## src/rtl/hazard_ctrl_if.sv

```systemverilog
`default_nettype none
// ============================================================================
// Module   : hazard_ctrl_if
// Purpose  : Bundle between the D-stage Tuse/Tnew decoder (master side) and
//            the hazard controller (slave side).
// Signals  : tuse_rs/tuse_rt/res_d/rs_d/rt_d/dst_d/flush  master -> slave
//            stall/fwd_rs_d/fwd_rt_d/fwd_rs_e/fwd_rt_e/fwd_rt_m/stall_cnt
//                                                         slave  -> master
// Revision : 1.0  initial release
// ============================================================================
interface hazard_ctrl_if #(
    parameter int REGW = 5,
    parameter int CNTW = 32
);
    logic [1:0]      tuse_rs;
    logic [1:0]      tuse_rt;
    logic [2:0]      res_d;
    logic [REGW-1:0] rs_d;
    logic [REGW-1:0] rt_d;
    logic [REGW-1:0] dst_d;
    logic            flush;
    logic            stall;
    logic [1:0]      fwd_rs_d;
    logic [1:0]      fwd_rt_d;
    logic [1:0]      fwd_rs_e;
    logic [1:0]      fwd_rt_e;
    logic            fwd_rt_m;
    logic [CNTW-1:0] stall_cnt;

    modport master (
        output tuse_rs, tuse_rt, res_d, rs_d, rt_d, dst_d, flush,
        input  stall, fwd_rs_d, fwd_rt_d, fwd_rs_e, fwd_rt_e, fwd_rt_m, stall_cnt
    );

    modport slave (
        input  tuse_rs, tuse_rt, res_d, rs_d, rt_d, dst_d, flush,
        output stall, fwd_rs_d, fwd_rt_d, fwd_rs_e, fwd_rt_e, fwd_rt_m, stall_cnt
    );
endinterface
`default_nettype wire

```

## src/rtl/hazard_ctrl.sv

```systemverilog
`default_nettype none
// ============================================================================
// Module   : hazard_ctrl
// Purpose  : Stall/forward controller for the 5-stage MIPS core. Keeps a
//            shadow copy of destination, result class and remaining Tnew for
//            the E/M/W stages and compares them with the D-stage Tuse to
//            produce the stall and every bypass-mux select.
// Ports    : clk    - core clock (rising edge)
//            reset  - synchronous, active-high; empties the shadow pipeline
//            hz     - hazard_ctrl_if.slave (decoder inputs, stall, fwd_*,
//                     stall_cnt)
// Options  : HAZARD_STATS_EN - when defined, stall_cnt counts stall cycles
//                              (saturating); otherwise stall_cnt is tied 0.
// Revision : 1.0  initial release
// ============================================================================
module hazard_ctrl #(
    parameter int REGW = 5,
    parameter int CNTW = 32
) (
    input  logic          clk,
    input  logic          reset,
    hazard_ctrl_if.slave  hz
);

    localparam logic [2:0] c_RES_NW  = 3'd0;
    localparam logic [2:0] c_RES_ALU = 3'd1;
    localparam logic [2:0] c_RES_DM  = 3'd2;

    localparam logic [REGW-1:0] c_REG_ZERO = '0;

    // ---------------- shadow pipeline ----------------
    logic [REGW-1:0] r_e_dst, r_e_rs, r_e_rt;
    logic [2:0]      r_e_res;
    logic [1:0]      r_e_tnew;

    logic [REGW-1:0] r_m_dst, r_m_rt;
    logic [2:0]      r_m_res;
    logic [1:0]      r_m_tnew;

    // W tnew is always zero, so only the write target is kept.
    logic [REGW-1:0] r_w_dst;
    logic [2:0]      r_w_res;

    logic            w_e_wr, w_m_wr, w_w_wr;
    logic [1:0]      w_tnew_d;
    logic            w_stall;

    // Hit flags: D operands against E/M/W, E operands against M/W.
    logic w_rs_e_hit, w_rs_m_hit, w_rs_w_hit;
    logic w_rt_e_hit, w_rt_m_hit, w_rt_w_hit;
    logic w_ers_m_hit, w_ers_w_hit, w_ert_m_hit, w_ert_w_hit;
    logic w_mrt_w_hit;

    logic [1:0] w_fwd_rs_d, w_fwd_rt_d, w_fwd_rs_e, w_fwd_rt_e;

    assign w_e_wr = (r_e_res != c_RES_NW) && (r_e_dst != c_REG_ZERO);
    assign w_m_wr = (r_m_res != c_RES_NW) && (r_m_dst != c_REG_ZERO);
    assign w_w_wr = (r_w_res != c_RES_NW) && (r_w_dst != c_REG_ZERO);

    // Cycles until the D instruction's result exists once it reaches E.
    always_comb begin
        w_tnew_d = 2'd0;
        if (hz.res_d == c_RES_DM) begin
            w_tnew_d = 2'd2;
        end else if (hz.res_d == c_RES_ALU) begin
            w_tnew_d = 2'd1;
        end
    end

    assign w_rs_e_hit = w_e_wr && (hz.rs_d != c_REG_ZERO) && (hz.rs_d == r_e_dst);
    assign w_rs_m_hit = w_m_wr && (hz.rs_d != c_REG_ZERO) && (hz.rs_d == r_m_dst);
    assign w_rs_w_hit = w_w_wr && (hz.rs_d != c_REG_ZERO) && (hz.rs_d == r_w_dst);
    assign w_rt_e_hit = w_e_wr && (hz.rt_d != c_REG_ZERO) && (hz.rt_d == r_e_dst);
    assign w_rt_m_hit = w_m_wr && (hz.rt_d != c_REG_ZERO) && (hz.rt_d == r_m_dst);
    assign w_rt_w_hit = w_w_wr && (hz.rt_d != c_REG_ZERO) && (hz.rt_d == r_w_dst);

    assign w_ers_m_hit = w_m_wr && (r_e_rs != c_REG_ZERO) && (r_e_rs == r_m_dst);
    assign w_ers_w_hit = w_w_wr && (r_e_rs != c_REG_ZERO) && (r_e_rs == r_w_dst);
    assign w_ert_m_hit = w_m_wr && (r_e_rt != c_REG_ZERO) && (r_e_rt == r_m_dst);
    assign w_ert_w_hit = w_w_wr && (r_e_rt != c_REG_ZERO) && (r_e_rt == r_w_dst);
    assign w_mrt_w_hit = w_w_wr && (r_m_rt != c_REG_ZERO) && (r_m_rt == r_w_dst);

    // Tuse of 3 (operand unused) can never be below a Tnew of at most 2.
    assign w_stall = (w_rs_e_hit && (hz.tuse_rs < r_e_tnew)) ||
                     (w_rs_m_hit && (hz.tuse_rs < r_m_tnew)) ||
                     (w_rt_e_hit && (hz.tuse_rt < r_e_tnew)) ||
                     (w_rt_m_hit && (hz.tuse_rt < r_m_tnew));

    // The nearest producer decides: if it is not ready yet, older copies
    // further down the pipe are stale, so nothing is forwarded.
    always_comb begin
        w_fwd_rs_d = 2'd0;
        if (w_rs_e_hit) begin
            w_fwd_rs_d = (r_e_tnew == 2'd0) ? 2'd1 : 2'd0;
        end else if (w_rs_m_hit) begin
            w_fwd_rs_d = (r_m_tnew == 2'd0) ? 2'd2 : 2'd0;
        end else if (w_rs_w_hit) begin
            w_fwd_rs_d = 2'd3;
        end
    end

    always_comb begin
        w_fwd_rt_d = 2'd0;
        if (w_rt_e_hit) begin
            w_fwd_rt_d = (r_e_tnew == 2'd0) ? 2'd1 : 2'd0;
        end else if (w_rt_m_hit) begin
            w_fwd_rt_d = (r_m_tnew == 2'd0) ? 2'd2 : 2'd0;
        end else if (w_rt_w_hit) begin
            w_fwd_rt_d = 2'd3;
        end
    end

    always_comb begin
        w_fwd_rs_e = 2'd0;
        if (w_ers_m_hit) begin
            w_fwd_rs_e = (r_m_tnew == 2'd0) ? 2'd1 : 2'd0;
        end else if (w_ers_w_hit) begin
            w_fwd_rs_e = 2'd2;
        end
    end

    always_comb begin
        w_fwd_rt_e = 2'd0;
        if (w_ert_m_hit) begin
            w_fwd_rt_e = (r_m_tnew == 2'd0) ? 2'd1 : 2'd0;
        end else if (w_ert_w_hit) begin
            w_fwd_rt_e = 2'd2;
        end
    end

    // ---------------- shadow pipeline advance ----------------
    always_ff @(posedge clk) begin
        if (reset) begin
            r_e_dst  <= '0;
            r_e_rs   <= '0;
            r_e_rt   <= '0;
            r_e_res  <= c_RES_NW;
            r_e_tnew <= 2'd0;
            r_m_dst  <= '0;
            r_m_rt   <= '0;
            r_m_res  <= c_RES_NW;
            r_m_tnew <= 2'd0;
            r_w_dst  <= '0;
            r_w_res  <= c_RES_NW;
        end else begin
            // W always takes the old M, even across a flush.
            r_w_dst <= r_m_dst;
            r_w_res <= r_m_res;
            if (hz.flush) begin
                r_e_dst  <= '0;
                r_e_rs   <= '0;
                r_e_rt   <= '0;
                r_e_res  <= c_RES_NW;
                r_e_tnew <= 2'd0;
                r_m_dst  <= '0;
                r_m_rt   <= '0;
                r_m_res  <= c_RES_NW;
                r_m_tnew <= 2'd0;
            end else begin
                r_m_dst  <= r_e_dst;
                r_m_rt   <= r_e_rt;
                r_m_res  <= r_e_res;
                r_m_tnew <= (r_e_tnew == 2'd0) ? 2'd0 : (r_e_tnew - 2'd1);
                if (w_stall) begin
                    r_e_dst  <= '0;
                    r_e_rs   <= '0;
                    r_e_rt   <= '0;
                    r_e_res  <= c_RES_NW;
                    r_e_tnew <= 2'd0;
                end else begin
                    r_e_dst  <= hz.dst_d;
                    r_e_rs   <= hz.rs_d;
                    r_e_rt   <= hz.rt_d;
                    r_e_res  <= hz.res_d;
                    r_e_tnew <= w_tnew_d;
                end
            end
        end
    end

    assign hz.stall    = w_stall;
    assign hz.fwd_rs_d = w_fwd_rs_d;
    assign hz.fwd_rt_d = w_fwd_rt_d;
    assign hz.fwd_rs_e = w_fwd_rs_e;
    assign hz.fwd_rt_e = w_fwd_rt_e;
    assign hz.fwd_rt_m = w_mrt_w_hit;

`ifdef HAZARD_STATS_EN
    logic [CNTW-1:0] r_stall_cnt;

    // Saturating; flush does not clear it.
    always_ff @(posedge clk) begin
        if (reset) begin
            r_stall_cnt <= '0;
        end else if (w_stall && (r_stall_cnt != {CNTW{1'b1}})) begin
            r_stall_cnt <= r_stall_cnt + 1'b1;
        end
    end

    assign hz.stall_cnt = r_stall_cnt;
`else
    assign hz.stall_cnt = {CNTW{1'b0}};
`endif

endmodule
`default_nettype wire
```

## src/flat_wrapper.sv

```systemverilog
// flat-port wrapper written by rule: the top's interface ports become plain ports
module hazard_ctrl_flat 
#(
    parameter int REGW = 5,
    parameter int CNTW = 32
)
  (clk, reset, hz_tuse_rs, hz_tuse_rt, hz_res_d, hz_rs_d, hz_rt_d, hz_dst_d, hz_flush, hz_stall, hz_fwd_rs_d, hz_fwd_rt_d, hz_fwd_rs_e, hz_fwd_rt_e, hz_fwd_rt_m, hz_stall_cnt);
  hazard_ctrl_if #(.REGW(REGW), .CNTW(CNTW)) hz_i ();
  input  logic clk;
  input  logic reset;
  input wire logic [$bits(hz_i.tuse_rs)-1:0] hz_tuse_rs;
  input wire logic [$bits(hz_i.tuse_rt)-1:0] hz_tuse_rt;
  input wire logic [$bits(hz_i.res_d)-1:0] hz_res_d;
  input wire logic [$bits(hz_i.rs_d)-1:0] hz_rs_d;
  input wire logic [$bits(hz_i.rt_d)-1:0] hz_rt_d;
  input wire logic [$bits(hz_i.dst_d)-1:0] hz_dst_d;
  input wire logic [$bits(hz_i.flush)-1:0] hz_flush;
  output wire logic [$bits(hz_i.stall)-1:0] hz_stall;
  output wire logic [$bits(hz_i.fwd_rs_d)-1:0] hz_fwd_rs_d;
  output wire logic [$bits(hz_i.fwd_rt_d)-1:0] hz_fwd_rt_d;
  output wire logic [$bits(hz_i.fwd_rs_e)-1:0] hz_fwd_rs_e;
  output wire logic [$bits(hz_i.fwd_rt_e)-1:0] hz_fwd_rt_e;
  output wire logic [$bits(hz_i.fwd_rt_m)-1:0] hz_fwd_rt_m;
  output wire logic [$bits(hz_i.stall_cnt)-1:0] hz_stall_cnt;
  assign hz_i.tuse_rs = hz_tuse_rs;
  assign hz_i.tuse_rt = hz_tuse_rt;
  assign hz_i.res_d = hz_res_d;
  assign hz_i.rs_d = hz_rs_d;
  assign hz_i.rt_d = hz_rt_d;
  assign hz_i.dst_d = hz_dst_d;
  assign hz_i.flush = hz_flush;
  assign hz_stall = hz_i.stall;
  assign hz_fwd_rs_d = hz_i.fwd_rs_d;
  assign hz_fwd_rt_d = hz_i.fwd_rt_d;
  assign hz_fwd_rs_e = hz_i.fwd_rs_e;
  assign hz_fwd_rt_e = hz_i.fwd_rt_e;
  assign hz_fwd_rt_m = hz_i.fwd_rt_m;
  assign hz_stall_cnt = hz_i.stall_cnt;
  hazard_ctrl #(.REGW(REGW), .CNTW(CNTW)) u_core (.clk(clk), .reset(reset), .hz(hz_i));
endmodule
```

## config.mk

```make
export PLATFORM = sky130hd
export DESIGN_NAME = hazard_ctrl_flat
export DESIGN_NICKNAME = d
export VERILOG_FILES = /design/src/rtl/hazard_ctrl_if.sv /design/src/rtl/hazard_ctrl.sv /design/src/flat_wrapper.sv
export SDC_FILE = /design/constraint.sdc
export NUM_CORES = 1
export LEC_CHECK = 0
export CORE_MARGIN = 5
export CORE_UTILIZATION = 44
export DETAILED_ROUTE_END_ITERATION = 12
export PLACE_DENSITY = 0.86
export SYNTH_ARGS = -nofsm -noshare
export SYNTH_HDL_FRONTEND = slang
export SYNTH_SLANG_ARGS = --single-unit
```

## constraint.sdc

```tcl
create_clock -name clk -period 2.15 [get_ports clk]
set_input_delay 0.3225 -clock clk [delete_from_list [all_inputs] [get_ports clk]]
set_output_delay 0.3225 -clock clk [all_outputs]
set_load 0.005 [all_outputs]
```

==> summary.txt, run 1 <==
Logic synthesis
  • Leading register cell type out of synthesis: dfxtp_1
  • Syn_area_per_cell: 8.553 um^2
  • Distinct cell type count after synthesis: 38
  • Fraction of registers with async set/reset: 0%
  • Largest area contributor in the netlist: dfxtp_1
  • Top-area cell type share of the netlist area: 33.78%
  • Mapped Area: 2549 um^2
  • Largest cells by area after synthesis: dfxtp_1, xnor2_1, buf_4, xor2_1, nand3_1
  • Seq/Total Area, Yosys: 33.78%
  • Post-synth top cells: dfxtp_1, xnor2_1, buf_4
  • Ys Warns: 0
  • Most common cell in the synthesized netlist: dfxtp_1
  • Synthesis-stage register bit count: 43
  • Post-synth EDFFs: 0
  • Synthesized instance count: 298

Worst setup path
  • Setup crit start: hz_rt_d[4]
  • WP data arrival: 2.13 ns
  • RR Startpoint: u_core.r_m_dst[0]$_SDFF_PP0_
  • CP Data Required Time: 1.83 ns
  • CP Class: primary input to primary output
  • Startpoint class of the critical path: primary input
  • Endpoint type of the worst setup path: primary output
  • R2R Setup Slk: 0.15 ns
  • Crit Path Max Fanout: 2

Final layout
  • Synth-to-Final Area Change: 38.49%
  • Diodes inserted: 0
  • Share of cells above drive strength 1: 32.73%
  • Final core occ: 63.32%
  • Fillers: 446
  • Fin nets: 417

Die
  • Die extent in x: 86.11 um
  • Core Area: 5574 um^2
  • Io pins: 67
  • Initial Util: 45.72%
  • Die ar.: 7415 um^2
  • Row count: 27
  • Die height: 86.11 um

Clocking
  • Num CTS Buffers: 5
  • Root buffer cell: clkbuf_8
  • Worst skew pair latency: 0.30 ns
  • Maximum clock path buffer count: 2
  • Cts hold-fix bufs: 0
  • Clock sinks: 43
  • Clock-pin slew on the worst setup and hold paths: 0.09 ns
  • CTS H-tree lvls: 2
  • CTS tree: yes

Pwr
  • Total net switching power: 469.2 uW
  • Reg power frac: 45.7%
  • Peak VDD IR: 0.0005650 V
  • Comb power frac: 17.2%
  • Pwr Density: 518.8 nW/um^2
  • Clock power share: 37.1%
  • Leak: 0.001580 uW
  • Sw frac: 25.62%
  • Int Pwr: 1362 uW

STA
  • Worst hold slack: 0.4036 ns
  • Min Tclk post-route: 2.454 ns
  • Final Hold Viols: 0
  • Clk_skew: 0.004810 ns
  • Max-slew violations: 0
  • RSZ-0062 raised after global routing: true
  • Setup violators final: 8
  • Setup ws final: -0.3039 ns
  • Final worst path period share: 114.1%
  • Setup TNS: -1.769 ns
  • Fmax: 407.5 MHz

Route
  • Total number of vias: 2352
  • TritonRoute pass-1 iters: 4
  • Vias per cell: 5.113
  • Post-route ant nets: 0
  • Avg WL per Cell: 16.35 um
  • Total Wirelength: 7521 um
  • Residual DRC: 0
  • Detailed Route Iter0 Violations: 132

Status
  • Failing checks: negative setup slack
  • Status: complete, but fails checks

Global routing
  • Total Routing Usage GR: 20.62%
  • Largest net degree at the start of global routing: 34
  • Number of global-route vias before repair: 2392
  • Gr ovfl total: 0
  • Antenna violations before repair: 0
  • First-pass GRT wire length: 11940 um

Hold path
  • Beginning of the worst hold path: hz_rt_d[2]
  • Worst Hold Class: primary input to register

Job
  • Number of max-cap violations: 0

Place
  • GPL Wtd Cong: 0.9299
  • DPL Wire Length: 5308 um
  • DP Worst Slack: -0.9618 ns
  • I/O Buffers: 34
==> cells in the final DEF (no fill, tap or decap), types with 2 or more instances in the layout <==
cell	netlist	routed
a21oi_1	5	5
and2_1	13	13
buf_2	6	12
buf_4	32	62
buf_6	1	8
clkbuf_8	0	6
clkdlybuf4s15_1	0	3
clkdlybuf4s50_1	0	15
conb_1	1	32
dfxtp_1	43	35
dfxtp_2	0	8
dlygate4sd2_1	0	2
ha_1	5	5
inv_1	3	3
nand2_1	10	10
nand2b_1	5	4
nand3_1	27	27
nand4_1	4	4
nor2_1	29	27
nor2_4	0	2
nor2b_1	8	8
nor3_1	6	3
nor3_2	2	5
nor4_1	7	4
nor4_2	0	3
o211ai_1	2	2
or3_1	2	2
or4_4	2	7
xnor2_1	37	34
xnor2_2	0	3
xor2_1	17	17
==> per-layer routing <==
metal	global-route usage, %	routed length [um]	vias up
met3	4.707	531	26
li1	-	-	1103
met5	0	0	-
met1	22.88	2782	1109
met4	10.22	278	0
met2	36.65	3928	114
==> what timing repair did <==
action | CTS | global route
pin swaps | 21 | 14
setup endpoints to repair | 30 | 30
setup buffers | 8 | 3
resized for setup | 92 | 15
gates cloned | 0 | 0
==> worst paths after layout <==
path,end,cells past startpoint
worst max-delay path,hz_fwd_rt_d[1],8
worst min-delay path,u_core.r_e_rt[2]$_SDFF_PP0_,4
worst max register to register,u_core.r_e_tnew[0]$_SDFF_PP0_,7
worst min register to register,u_core.r_m_res[2]$_SDFF_PP0_,1
==> metrics by stage <==
stage / std cells / area [um^2] / total power [uW]
after floorplan: 329 / 2665 / 1028
after global placement: 446 / 3238 / 1119
after detailed placement: 446 / 3238 / 1133
after CTS: 460 / 3475 / 1822
after global routing: 460 / 3530 / 1896
final: 460 / 3530 / 1831
==> critical path, cell delays in order <==
cell,delay (ns)
buf_2,0.10
or4_4,0.55
o211ai_1,0.23
buf_4,0.16
nor3_2,0.04
or4_4,0.46
a21oi_2,0.14
buf_2,0.13
==> power by group through the flow <==
| stage | Combinational (uW) | Sequential (uW) | Clock [uW] |
|---|---|---|---|
| after floorplan | 179 | 849 | 0 |
| after global placement | 268 | 851 | 0 |
| after detailed placement | 280 | 853 | 0 |
| after CTS | 300 | 835 | 687 |
| after global routing | 338 | 839 | 720 |
| final | 316 | 836 | 679 |
==> cell type report <==
cell class / count / area (um^2) / area share [%]
Clock buffer: 6 / 82.58 / 2.340
Clock inverter: 2 / 38.79 / 1.099
Inverter: 3 / 11.26 / 0.3190
Multi-Input combinational cell: 231 / 1610 / 45.62
Sequential cell: 43 / 870.8 / 24.67
Tap cell: 72 / 90.09 / 2.552
Timing Repair Buffer: 103 / 825.8 / 23.40
==> cells by family after synthesis <==
| group | count (synthesis) | share of synthesized area (%) |
|---|---|---|
| AO/OA/AOI/OAI | 16 | 5.302 |
| XOR/XNOR | 54 | 18.56 |
| adder cells (fa/ha/maj) | 5 | 2.455 |
| buffers and inverters | 55 | 13.40 |
| flip-flops | 43 | 33.78 |
| other | 1 | 0.1471 |
| AND/OR/NAND/NOR | 124 | 26.36 |
==> registers in the layout, indices dropped and copies added, names as in the netlist <==
| name | cells |
|---|---|
| u_core.r_m_tnew | 2 |
| u_core.r_e_tnew | 2 |
| u_core.r_m_res | 3 |
| u_core.r_e_rs | 5 |
| u_core.r_w_res | 3 |
| u_core.r_m_dst | 5 |
| u_core.r_e_res | 3 |
| u_core.r_e_dst | 5 |
| u_core.r_w_dst | 5 |
| u_core.r_m_rt | 5 |
| u_core.r_e_rt | 5 |
(Power assumes the default switching activity.)
==> run 2, diff against run 1 <==
Settings changed: MAX_ROUTING_LAYER from default to met4.
==> summary.txt, run 2 (synthesis gave the netlist of run 1 again) <==
Route
  • Met1 WL: 2813 um
  • TritonRoute pass-1 iters: 4
  • Met3 wire length: 540 um
  • DR top layer: met4
  • Total Wirelength: 7566 um
  • Detailed Route Iter0 Violations: 143
  • Total number of vias: 2349
  • DR WL met2: 4026 um
  • Post-route ant nets: 0
  • Vias per cell: 5.107
  • Avg WL per Cell: 16.45 um
  • Residual DRC: 0

Global routing
  • Gr ovfl total: 0
  • First-pass GRT wire length: 11270 um
  • Largest net degree at the start of global routing: 34
  • Number of global-route vias before repair: 2338
  • Total Routing Usage GR: 20.18%
  • Antenna violations before repair: 0

Worst setup path
  • Startpoint class of the critical path: register
  • WP data arrival: 2.16 ns
  • RR Startpoint: u_core.r_m_dst[1]$_SDFF_PP0_
  • Worst Reg-to-Reg Cells: 9
  • Reg2reg end: u_core.r_e_rt[4]$_SDFF_PP0_
  • Endpoint type of the worst setup path: primary output
  • CP max stage cell: dfxtp_2
  • CP bufs+invs: 4
  • CP Class: register to primary output
  • Crit Path Max Fanout: 3
  • Critical Path Max Stage Delay: 0.34 ns
  • R2R Setup Slk: 0.05 ns
  • CP Data Required Time: 1.83 ns
  • Worst path top cell family by delay: buffers and inverters
  • Crit-path most repeated cell: buf_4
  • CP Cell Sequence: buf_4, xnor2_2, o211ai_1, buf_4, buf_4, nor4b_2, a221o_1, nand2b_4, buf_6

Final layout
  • Diodes inserted: 0
  • Share of cells above drive strength 1: 32.99%
  • Fillers: 437
  • Final core occ: 63.52%
  • Final instance area: 3541 um^2
  • Commonest non-fill, non-tap cell in the layout: buf_4
  • Commonest cells after routing, fill and taps aside: buf_4, dfxtp_1, xnor2_1
  • Fin nets: 418
  • Synth-to-Final Area Change: 38.93%

Clocking
  • CTS H-tree lvls: 2
  • Num CTS Buffers: 5
  • Worst skew pair latency: 0.30 ns
  • Maximum clock path buffer count: 2
  • Clock-pin slew on the worst setup and hold paths: 0.08 ns
  • CTS tree: yes
  • Cts hold-fix bufs: 0
  • Clock sinks: 43
  • Root buffer cell: clkbuf_8

Hold path
  • Beginning of the worst hold path: hz_rt_d[3]
  • Hold path depth: 4
  • Hold Path End: u_core.r_e_rt[3]$_SDFF_PP0_
  • Worst Hold Class: primary input to register

STA
  • Setup violators final: 8
  • Final Hold Viols: 0
  • Max-slew violations: 0
  • Setup ws final: -0.3287 ns
  • Min Tclk post-route: 2.479 ns
  • Final worst path period share: 115.3%
  • Fmax: 403.4 MHz
  • RSZ-0062 raised after global routing: true
  • Clk_skew: 0.004206 ns

Die
  • Initial Util: 45.72%
  • Io pins: 67
  • Row count: 27
  • Die height: 86.11 um
  • Die ar.: 7415 um^2
  • Die extent in x: 86.11 um
  • Core Area: 5574 um^2

Job
  • Number of max-cap violations: 0

Status
  • Failing checks: negative setup slack
  • Status: complete, but fails checks

Place
  • DPL Wire Length: 5170 um
  • GPL Wtd Cong: 0.9283
  • I/O Buffers: 34
  • DP Area: 3246 um^2

Pwr
  • Pwr Total: 1774 uW
  • Peak VDD IR: 0.0004482 V
  • Leak: 0.001579 uW
  • Pwr Density: 501.1 nW/um^2
==> run 2: cell count changes in the layout (fill, tap and decap cells not counted), moves of 2 or more <==
cell / change
nor3_2: -2
dlygate4sd2_1: +3
buf_4: -2
buf_6: +3
clkdlybuf4s15_1: -2
==> run 2: area by class of cell <==
cell class,instances,area (um^2),share of cell area (%)
multi-input cells,231,1624,45.87
flip-flops and latches,43,870.8,24.59
repair buffers,104,838.3,23.67
well taps,72,90.09,2.544
clock buffers,5,68.82,1.943
clock inverters,2,37.54,1.060
inverters,3,11.26,0.3180
==> run 2: worst max-delay path by stage <==
stage,startpoint,endpoint,depth (start not counted),slack [ns]
3_3_place_gp,hz_rt_d[0],hz_fwd_rt_d[1],7,-0.92
6_report,u_core.r_m_dst[1]$_SDFF_PP0_,hz_stall,9,-0.33
5_1_grt,u_core.r_m_dst[1]$_SDFF_PP0_,hz_stall,9,-0.38
4_1_cts,u_core.r_m_dst[2]$_SDFF_PP0_,hz_fwd_rt_d[1],6,-0.36
2_1_floorplan,u_core.r_m_dst[2]$_SDFF_PP0_,hz_fwd_rt_d[1],6,0.05
3_5_place_dp,hz_rt_d[3],hz_fwd_rt_d[1],7,-0.92
==> run 2: per-layer routing <==
layer	up-vias	global-route usage, %
li1	1103	-
met1	1122	21.25
met2	104	37.21
met3	20	4.131
met4	0	6.619
met5	-	-
==> run 2: worst reg2reg max path, delay by kind of cell, from the launching register on <==
family	cells	cell delay [ns]
buffers and inverters	4	0.70
AND/OR/NAND/NOR	2	0.38
AO/OA/AOI/OAI	2	0.37
flip-flops	1	0.34
XOR/XNOR	1	0.20
==> run 2: report_power, final <==
| group | switching (uW) | leakage, uW | internal, uW |
|---|---|---|---|
| sequential | 20.4 | 0.000354 | 817 |
| combinational | 152 | 0.00118 | 166 |
| clock | 280 | 0.0000502 | 339 |
| total | 452 | 0.00158 | 1320 |
==> run 2: through the flow <==
| stage | hold WS (ns) | instances | worst slack (ns) | TNS [ns] |
|---|---|---|---|---|
| 5_1_grt | 0.4205 | 460 | -0.3830 | -2.514 |
| 4_1_cts | 0.4209 | 459 | -0.3625 | -2.012 |
| 3_3_place_gp | 0.4309 | 447 | -0.9153 | -10.27 |
| 2_1_floorplan | 0.3996 | 329 | 0.04785 | 0 |
| 6_report | 0.4174 | 460 | -0.3287 | -1.860 |
| 3_5_place_dp | 0.4324 | 447 | -0.9196 | -10.52 |
==> run 2: timing repair <==
action,4_1_cts,5_1_grt
buffers inserted,6,3
gates resized for setup,87,22
pin swaps,19,12
setup endpoints to repair,15,30
==> run 3, diff against run 2 <==
Settings changed: CORE_UTILIZATION 44 to 40, PLACE_DENSITY 0.86 to 0.8, TNS_END_PERCENT from default to 5.
==> summary.txt, run 3 (synthesis gave the netlist of run 1 again) <==
Final layout
  • Diodes inserted: 0
  • Share of cells above drive strength 1: 29.69%
  • Commonest cells after routing, fill and taps aside: buf_4, dfxtp_1, xnor2_1
  • Fin nets: 413
  • Final core occ: 55.09%
  • Commonest non-fill, non-tap cell in the layout: buf_4
  • Synth-to-Final Area Change: 35.69%
  • Fillers: 557

STA
  • Setup ws final: -0.3258 ns
  • Max-slew violations: 0
  • Min Tclk post-route: 2.476 ns
  • RSZ-0062 raised after global routing: true
  • Fmax: 403.9 MHz
  • Setup violators final: 9
  • Final worst path period share: 115.2%
  • Clk_skew: 0.007923 ns
  • Setup TNS: -1.912 ns
  • Final Hold Viols: 0

Worst setup path
  • Endpoint type of the worst setup path: primary output
  • CP Data Required Time: 1.83 ns
  • CP Class: register to primary output
  • Crit Path Max Fanout: 3
  • WP data arrival: 2.15 ns
  • Startpoint class of the critical path: register

Global routing
  • Busiest grt layer: met2
  • Met3 Use GR: 3.673%
  • Number of global-route vias before repair: 2318
  • First-pass GRT wire length: 10980 um
  • GR met1 Demand/Resource: 16.75%
  • Largest net degree at the start of global routing: 34
  • Antenna violations before repair: 0
  • GR Util met2: 32.32%
  • Total Routing Usage GR: 17.19%
  • Gr ovfl total: 0

Clocking
  • Clock sinks: 43
  • CTS H-tree lvls: 2
  • Clock-pin slew on the worst setup and hold paths: 0.09 ns
  • Worst skew pair latency: 0.31 ns
  • Num CTS Buffers: 5
  • Root buffer cell: clkbuf_8
  • Maximum clock path buffer count: 2
  • CTS tree: yes

Pwr
  • Leak: 0.001562 uW
  • Pwr Density: 486.7 nW/um^2
  • Peak VDD IR: 0.0003453 V

Die
  • Io pins: 67
  • Initial Util: 40.60%
  • Row count: 29
  • Die ar.: 8069 um^2
  • Core Area: 6277 um^2
  • Die height: 89.83 um
  • Die extent in x: 89.83 um

Job
  • Number of max-cap violations: 0

Route
  • Total Wirelength: 7280 um
  • Avg WL per Cell: 15.79 um
  • Total number of vias: 2295
  • Detailed Route Iter0 Violations: 130
  • Post-route ant nets: 0
  • TritonRoute pass-1 iters: 4
  • Residual DRC: 0
  • Vias per cell: 4.978

Status
  • Failing checks: negative setup slack
  • Status: complete, but fails checks

Place
  • GPL Wtd Cong: 0.8955
  • I/O Buffers: 34
  • DPL Wire Length: 5275 um

Hold path
  • Worst Hold Class: primary input to register
## run 3: layout make-up
class | count | area [um^2] | share of cell area (%)
Tap cell | 77 | 96.34 | 2.786
Inverter | 3 | 11.26 | 0.3256
Clock buffer | 5 | 68.82 | 1.990
Multi-Input combinational cell | 231 | 1582 | 45.73
Clock inverter | 3 | 23.77 | 0.6874
Sequential cell | 43 | 865.8 | 25.04
Timing Repair Buffer | 99 | 810.8 | 23.44
## run 3: what timing repair did
action / CTS / global route
resized for setup: 48 / 33
hold buffers: 0 / 0
pin swaps: 10 / 13
gates cloned: 0 / 0
buffers inserted: 2 / 4
endpoints found under the setup margin: 18 / 24
hold endpoints to repair: 0 / 0
## run 3: where the power goes
group | internal (uW) | total (uW) | switching (uW)
clock network | 232 | 544 | 312
logic | 160 | 304 | 144
registers | 816 | 836 | 19.3
total | 1210 | 1680 | 475
## run 3: worst max-delay path, cell delays in order, from the launching register on
cell and delay, ns:
dfxtp_1 0.32, or4_4 0.55, o32ai_4 0.17, nor3_2 0.10, or4_4 0.45, a21oi_2 0.14
buf_2 0.12
## run 3: worst paths after layout
| check | startpoint | to | slack [ns] | cells past startpoint |
|---|---|---|---|---|
| setup / recovery | u_core.r_m_dst[2]$_SDFF_PP0_ | hz_fwd_rt_d[1] | -0.33 | 6 |
| hold / removal | hz_rt_d[0] | u_core.r_e_rt[0]$_SDFF_PP0_ | 0.39 | 4 |
| setup reg to reg | u_core.r_m_dst[2]$_SDFF_PP0_ | u_core.r_e_tnew[0]$_SDFF_PP0_ | 0.06 | 8 |
| hold reg to reg | u_core.r_e_res[1]$_SDFF_PP0_ | u_core.r_m_res[1]$_SDFF_PP0_ | 0.47 | 1 |
## run 3: routing by layer
metal,up-vias,wire (um),share of wire (%)
met3,13,431,5.9
li1,1097,-,-
met4,0,189,2.6
met5,-,0,0
met2,95,3922,54
met1,1090,2737,38
## run 3: stage by stage
stage	power, uW	area (um^2)	hold WS (ns)	setup WS (ns)	instances
floorplan	1028	2665	0.3996	0.04785	329
global placement	1116	3214	0.4327	-0.9331	447
detailed placement	1128	3214	0.4427	-0.9233	447
CTS	1661	3356	0.4127	-0.4166	457
global route	1747	3458	0.3968	-0.3765	461
finish	1683	3458	0.3928	-0.3258	461
